`config.mk`:
```
export PLATFORM = sky130hd
export DESIGN_NAME = tile_plotter
export DESIGN_NICKNAME = d
export VERILOG_FILES = /design/src/rtl/tile_plotter_pkg.sv /design/src/rtl/tile_plotter_req_fifo.sv /design/src/rtl/tile_plotter.sv
export SDC_FILE = /design/constraint.sdc
export NUM_CORES = 1
export LEC_CHECK = 0
export CAP_MARGIN = 25
export CORE_MARGIN = 2
export CORE_UTILIZATION = 50
export DETAILED_ROUTE_END_ITERATION = 10
export PLACE_DENSITY = 0.71
export SLEW_MARGIN = 0
export SYNTH_ARGS = -nofsm -noshare
export SYNTH_HDL_FRONTEND = slang
export SYNTH_SLANG_ARGS = --single-unit
```
`constraint.sdc`:
```
create_clock -name fastclock -period 5.28 [get_ports fastclock]
set_input_delay 1.056 -clock fastclock [delete_from_list [all_inputs] [get_ports fastclock]]
set_output_delay 1.056 -clock fastclock [all_outputs]
set_load 0.01 [all_outputs]
```
`src/rtl/tile_plotter_pkg.sv`:
```
// Shared definitions for the tile plotter: engine states, default geometry
// and the palette the screen renderers draw with.
package tile_plotter_pkg;

   typedef enum logic [1:0] {
      IDLE = 2'd0,
      LOAD = 2'd1,
      DRAW = 2'd2,
      DONE = 2'd3
   } state_t;

   localparam int TILE_W_DEF   = 10;
   localparam int TILE_H_DEF   = 7;
   localparam int SCREEN_W_DEF = 160;
   localparam int SCREEN_H_DEF = 120;
   localparam int TX_W_DEF     = 4;
   localparam int TY_W_DEF     = 4;
   localparam int COLOUR_W_DEF = 3;

   localparam logic [2:0] BLACK   = 3'b000;
   localparam logic [2:0] BLUE    = 3'b001;
   localparam logic [2:0] GREEN   = 3'b010;
   localparam logic [2:0] CYAN    = 3'b011;
   localparam logic [2:0] RED     = 3'b100;
   localparam logic [2:0] MAGENTA = 3'b101;
   localparam logic [2:0] YELLOW  = 3'b110;
   localparam logic [2:0] WHITE   = 3'b111;

endpackage

```
`src/rtl/tile_plotter_req_fifo.sv`:
```
// Two-entry FIFO holding pending tile draw requests between the renderers
// and the pixel engine.
module tile_req_fifo
   import tile_plotter_pkg::*;
#(
   parameter int WIDTH = TX_W_DEF + TY_W_DEF + COLOUR_W_DEF
) (
   input  logic             clk,
   input  logic             reset,
   input  logic             push,
   input  logic             pop,
   input  logic [WIDTH-1:0] din,
   output logic [WIDTH-1:0] dout,
   output logic             full,
   output logic             empty
);

   logic [WIDTH-1:0] mem_q [2];
   logic [WIDTH-1:0] mem_d [2];
   logic             wr_ptr_q, wr_ptr_d;
   logic             rd_ptr_q, rd_ptr_d;
   logic [1:0]       count_q, count_d;
   logic             do_push, do_pop;

   assign full    = (count_q == 2'd2);
   assign empty   = (count_q == 2'd0);
   assign dout    = mem_q[rd_ptr_q];
   assign do_push = push && !full;
   assign do_pop  = pop && !empty;

   always_comb begin
      mem_d    = mem_q;
      wr_ptr_d = wr_ptr_q;
      rd_ptr_d = rd_ptr_q;
      count_d  = count_q;
      if (do_push) begin
         mem_d[wr_ptr_q] = din;
         wr_ptr_d        = ~wr_ptr_q;
      end
      if (do_pop) begin
         rd_ptr_d = ~rd_ptr_q;
      end
      // Simultaneous push and pop leaves the occupancy unchanged.
      case ({do_push, do_pop})
         2'b10:   count_d = count_q + 2'd1;
         2'b01:   count_d = count_q - 2'd1;
         default: count_d = count_q;
      endcase
   end

   always_ff @(posedge clk) begin
      if (reset) begin
         mem_q[0] <= '0;
         mem_q[1] <= '0;
         wr_ptr_q <= 1'b0;
         rd_ptr_q <= 1'b0;
         count_q  <= 2'd0;
      end else begin
         mem_q    <= mem_d;
         wr_ptr_q <= wr_ptr_d;
         rd_ptr_q <= rd_ptr_d;
         count_q  <= count_d;
      end
   end

endmodule

```
`src/rtl/tile_plotter.sv`:
```
// Shared scaled-pixel engine: expands queued tile requests into one pixel
// write per clock for vga_adapter, clipping anything off the visible screen.
module tile_plotter
   import tile_plotter_pkg::*;
#(
   parameter int TILE_W   = TILE_W_DEF,
   parameter int TILE_H   = TILE_H_DEF,
   parameter int SCREEN_W = SCREEN_W_DEF,
   parameter int SCREEN_H = SCREEN_H_DEF,
   parameter int TX_W     = TX_W_DEF,
   parameter int TY_W     = TY_W_DEF,
   parameter int COLOUR_W = COLOUR_W_DEF
) (
   input  logic                fastclock,
   input  logic                reset,
   input  logic                req_valid,
   output logic                req_ready,
   input  logic [TX_W-1:0]     req_tx,
   input  logic [TY_W-1:0]     req_ty,
   input  logic [COLOUR_W-1:0] req_colour,
   output logic [7:0]          x,
   output logic [6:0]          y,
   output logic [COLOUR_W-1:0] colour,
   output logic                plot,
   output logic                busy,
   output logic                tile_done
);

   localparam int FIFO_W = TX_W + TY_W + COLOUR_W;
   localparam int BX_W   = 9;
   localparam int BY_W   = 8;
   localparam int PX_W   = BX_W + 1;
   localparam int PY_W   = BY_W + 1;
   localparam int COL_W  = $clog2(TILE_W + 1);
   localparam int ROW_W  = $clog2(TILE_H + 1);
   localparam logic [COL_W-1:0] COL_LAST = COL_W'(TILE_W - 1);
   localparam logic [ROW_W-1:0] ROW_LAST = ROW_W'(TILE_H - 1);

   logic [FIFO_W-1:0]   fifo_dout;
   logic                fifo_full, fifo_empty, fifo_push, fifo_pop;
   logic [TX_W-1:0]     head_tx;
   logic [TY_W-1:0]     head_ty;
   logic [COLOUR_W-1:0] head_colour;

   state_t              state_q, state_d;
   logic [COL_W-1:0]    col_q, col_d;
   logic [ROW_W-1:0]    row_q, row_d;
   logic [BX_W-1:0]     base_x_q, base_x_d;
   logic [BY_W-1:0]     base_y_q, base_y_d;
   logic [COLOUR_W-1:0] fill_q, fill_d;
   logic [7:0]          x_q, x_d;
   logic [6:0]          y_q, y_d;
   logic [COLOUR_W-1:0] colour_q, colour_d;
   logic                plot_q, plot_d;
   logic                tile_done_q, tile_done_d;

   logic                emit;
   logic [BX_W-1:0]     src_bx;
   logic [BY_W-1:0]     src_by;
   logic [COLOUR_W-1:0] src_colour;
   logic [PX_W-1:0]     px;
   logic [PY_W-1:0]     py;

   assign req_ready = !fifo_full;
   assign fifo_push = req_valid && req_ready;
   assign busy      = !fifo_empty || (state_q != IDLE);

   assign head_tx     = fifo_dout[FIFO_W-1 -: TX_W];
   assign head_ty     = fifo_dout[COLOUR_W +: TY_W];
   assign head_colour = fifo_dout[COLOUR_W-1:0];

   tile_req_fifo #(
      .WIDTH (FIFO_W)
   ) u_fifo (
      .clk   (fastclock),
      .reset (reset),
      .push  (fifo_push),
      .pop   (fifo_pop),
      .din   ({req_tx, req_ty, req_colour}),
      .dout  (fifo_dout),
      .full  (fifo_full),
      .empty (fifo_empty)
   );

   // LOAD already registers pixel (0,0) so the first plot appears in the
   // first DRAW cycle; each DRAW cycle registers the following pixel.
   always_comb begin
      state_d     = state_q;
      col_d       = col_q;
      row_d       = row_q;
      base_x_d    = base_x_q;
      base_y_d    = base_y_q;
      fill_d      = fill_q;
      tile_done_d = 1'b0;
      fifo_pop    = 1'b0;
      emit        = 1'b0;
      src_bx      = base_x_q;
      src_by      = base_y_q;
      src_colour  = fill_q;

      case (state_q)
         IDLE: begin
            if (!fifo_empty) state_d = LOAD;
         end
         LOAD: begin
            fifo_pop   = 1'b1;
            base_x_d   = BX_W'(head_tx) * BX_W'(TILE_W);
            base_y_d   = BY_W'(head_ty) * BY_W'(TILE_H);
            fill_d     = head_colour;
            col_d      = '0;
            row_d      = '0;
            src_bx     = base_x_d;
            src_by     = base_y_d;
            src_colour = head_colour;
            emit       = 1'b1;
            state_d    = DRAW;
         end
         DRAW: begin
            if (col_q == COL_LAST && row_q == ROW_LAST) begin
               state_d     = DONE;
               tile_done_d = 1'b1;
            end else begin
               if (col_q == COL_LAST) begin
                  col_d = '0;
                  row_d = row_q + ROW_W'(1);
               end else begin
                  col_d = col_q + COL_W'(1);
               end
               emit = 1'b1;
            end
         end
         DONE: begin
            state_d = fifo_empty ? IDLE : LOAD;
         end
         default: state_d = IDLE;
      endcase

      // Widened sums so off-screen coordinates are clipped, not wrapped.
      px       = PX_W'(src_bx) + PX_W'(col_d);
      py       = PY_W'(src_by) + PY_W'(row_d);
      x_d      = emit ? px[7:0] : x_q;
      y_d      = emit ? py[6:0] : y_q;
      colour_d = emit ? src_colour : colour_q;
      plot_d   = emit && (px < PX_W'(SCREEN_W)) && (py < PY_W'(SCREEN_H));
   end

   always_ff @(posedge fastclock) begin
      if (reset) begin
         state_q     <= IDLE;
         col_q       <= '0;
         row_q       <= '0;
         base_x_q    <= '0;
         base_y_q    <= '0;
         fill_q      <= '0;
         x_q         <= '0;
         y_q         <= '0;
         colour_q    <= '0;
         plot_q      <= 1'b0;
         tile_done_q <= 1'b0;
      end else begin
         state_q     <= state_d;
         col_q       <= col_d;
         row_q       <= row_d;
         base_x_q    <= base_x_d;
         base_y_q    <= base_y_d;
         fill_q      <= fill_d;
         x_q         <= x_d;
         y_q         <= y_d;
         colour_q    <= colour_d;
         plot_q      <= plot_d;
         tile_done_q <= tile_done_d;
      end
   end

   assign x         = x_q;
   assign y         = y_q;
   assign colour    = colour_q;
   assign plot      = plot_q;
   assign tile_done = tile_done_q;

endmodule

```
==> summary.md <==
| Metric | Value |
|---|---|
| Root buf cell | `clkbuf_8` |
| Critical path required time | `5.54 ns` |
| Final setup TNS | `0 ns` |
| Flip-flop and latch area | `0.00150 mm²` |
| # nets final | `521` |
| Clock network fraction of design power | `25.0%` |
| WL final | `8170 µm` |
| Startpoint types | `flip-flop` |
| FMAX | `0.236 GHz` |
| Seq/Total Area, Yosys | `38.1%` |
| Via/cell ratio | `5.41` |
| Final setup margin | `1.05 ns` |
| Clk Latency, worst-skew pair | `0.35 ns` |
| Fill cells | `725` |
| Netlist cell types | `59` |
| Top-count cell post-synth | `dfxtp_1` |
| IO Port Bufs | `35` |
| Worst path arrival time | `4.49 ns` |
| Vias | `3,141` |
| Core region area | `0.00769 mm²` |
| Initial antenna violation count | `0` |
| Vias in the first global route | `2,991` |
| DRT iter0 DRCs | `90` |
| Synth Flop Type | `dfxtp_1` |
| Maximum vdd drop | `0.166 mV` |
| Hold_sp | `u_fifo.mem_q[19]` |
| DRC errors left | `0` |
| Clk_skew | `0.0107 ns` |
| Gate power share | `37.7%` |
| Final Hold Viols | `0` |
| Worst Hold Class | `reg2reg` |
| Post-synth EDFFs | `0` |
| Clock Path Buffers | `2` |
| Num Clock Sinks | `75` |
| Critical path capture point type | `flip-flop` |
| First drt pass iteration count | `4` |
| Pre-CTS setup slack | `1.10 ns` |
| CTS resizes | `0` |
| Final min period | `4.23 ns` |
| Top-Level Pins | `36` |
| Number of max-cap violations | `0` |
| Slew Viols, Final | `0` |
| Layout cells sized above 1 | `8.35%` |
| Routed wire per std cell | `14.1 µm` |
| R2r startpoint | `u_fifo.rd_ptr_q` |
| Sw Ratio | `36.1%` |
| CTS tree | `built` |
| First-pass GRT wire length | `13,800 µm` |
| Die X | `92.8 µm` |
| # hold bufs at CTS | `0` |
| Power per Cell Area | `411 mW/mm²` |
| Worst slew pin tran | `0.778 ns` |
| Lkg Pwr | `1.92 nW` |
| Initial core utilization | `51.3%` |
| Fraction of the cycle the final worst path needs | `80.1%` |
| Cell taking the most area after synthesis | `dfxtp_1` |
| Routability cong. | `0.791` |
| Mapped Cells | `445` |
| N_diodes | `0` |
| Internal | `1.20 mW` |
| Worst setup startpoint | `u_fifo.rd_ptr_q` |
| H-tree levels | `3` |
| Synthesized Nets | `492` |
| Sw Pwr | `678 µW` |
| Grt ovf | `0` |
| Status | `finished clean` |
| Yosys warning count | `0` |
| Setup bufs post-CTS | `0` |
| Largest net degree at the start of global routing | `77` |
| Async SR Flop Fraction | `0%` |
| Row count | `32` |
| Multi-input gate area | `0.00230 mm²` |
| Post-route ant nets | `0` |
| Worst-path fanout max | `12` |
| Critical path class | `reg2reg` |
| Max-slew headroom | `48.1%` |
| Seq cells post-synth | `75` |
| Vert. Die Dim | `92.8 µm` |
| Mapped cell area | `0.00395 mm²` |
| Most frequent cells after synthesis | `dfxtp_1 (75), nand2_1 (57), nor2_1 (54)` |
| Worst Hold Slack | `0.456 ns` |
| Area grow syn2layout | `15.9%` |
| Clk slew on worst S/H paths | `0.08 ns` |
| CTS Buf Count | `9` |
| RSZ-0062 raised after global routing | `false` |
| Final setup fails | `0` |
| Synth area leaders | `dfxtp_1 (38%), ha_1 (8.6%), mux2i_1 (6.1%)` |
| Total track usage | `19.9%` |
| Placed wire-length estimate | `5660 µm` |
| Synth top area share | `38.1%` |
| Die footprint | `0.00862 mm²` |
| Sequential power share | `37.4%` |
| Syn avg cell area | `8.87 µm²` |
metal layers:
layer	part of all wire (%)	wire length, µm	track usage, %	vias to the layer above
met3	3.8	307	3.58	15
met1	49	4000	26.5	1480
li1	-	-	-	1590
met5	0	0	0	-
met2	45	3660	31.5	56
met4	2.4	198	9.07	0
cell families after synthesis:
kind of cell,after synthesis,share of synthesized area [%]
XOR/XNOR,12,2.66
adder cells (fa/ha/maj),33,11.6
buffers and inverters,36,3.55
AO/OA/AOI/OAI,94,15.9
flip-flops,75,38.1
AND/OR/NAND/NOR,162,19.5
multiplexers,33,8.72
critical path, cell delays in order (launching register included):
cell and delay, ns:
dfxtp_1 0.73, mux2i_1 0.37, inv_1 0.16, fa_1 0.51, ha_1 0.22, fa_1 0.40, xor2_1 0.19, mux2i_2 0.16
or4_4 0.56, o31ai_2 0.18, a22oi_1 0.10, or3_1 0.40, a221oi_2 0.18
path summary, 6_finish.rpt:
path                                    endpoint  slack, ns  cells after the start
worst max-delay path                        plot       1.05                     12
worst min-delay path            u_fifo.mem_q[19]       0.46                      2
worst max register to register              plot       1.05                     12
worst min register to register  u_fifo.mem_q[19]       0.46                      2
power by group through the flow:
| stage | clock network (mW) | logic (mW) | registers [mW] |
|---|---|---|---|
| 6_report | 0.469 | 0.708 | 0.702 |
| 5_1_grt | 0.509 | 0.795 | 0.713 |
| 4_1_cts | 0.480 | 0.715 | 0.702 |
| 3_5_place_dp | 0 | 0.709 | 0.715 |
| 3_3_place_gp | 0 | 0.690 | 0.713 |
| 2_1_floorplan | 0 | 0.523 | 0.705 |
per-stage QoR:
step	util, %	cells	power (mW)	instance area [µm²]
3_5_place_dp	56.7	565	1.42	4360
4_1_cts	59.5	581	1.90	4570
3_3_place_gp	56.7	565	1.40	4360
5_1_grt	59.5	581	2.02	4570
6_report	59.5	581	1.88	4570
2_1_floorplan	-	445	1.23	3950
cell usage in the layout (no fill, tap or decap), drive strengths merged, types with 3 or more instances in the layout:
cell type	synthesis	routed
clkdlybuf4s50	0	34
nor2	54	54
ha	27	27
inv	16	16
mux2i	25	25
nor3	5	5
a31oi	6	6
dfxtp	75	75
nor2b	17	17
fa	6	6
nand3	6	6
a21oi	40	40
nand2	57	57
o21a	3	3
a21o	4	4
o21ai	14	14
xor2	3	3
a211oi	7	7
xnor2	9	9
clkbuf	12	12
or3	5	5
mux2	8	8
buf	8	4
nand2b	4	4
area by class of cell:
class | instances | share of cell area (%)
timing repair buffer | 38 | 8.04
tap | 102 | 2.79
inverter | 16 | 1.31
sequential | 75 | 32.8
clock buffer | 12 | 3.61
clock inverter | 4 | 1.04
multi-input combinational | 334 | 50.4
flip-flops by register name (all words and copies together), names as in the netlist:
name,count
u_fifo.count_q,2
col_q,4
tile_done,1
u_fifo.rd_ptr_q,1
u_fifo.mem_q,22
x,8
colour,3
u_fifo.wr_ptr_q,1
state_q,2
plot,1
y,7
row_q,3
base_y_q,8
base_x_q,9
fill_q,3
No activity file was read; power rests on OpenSTA's default activity.
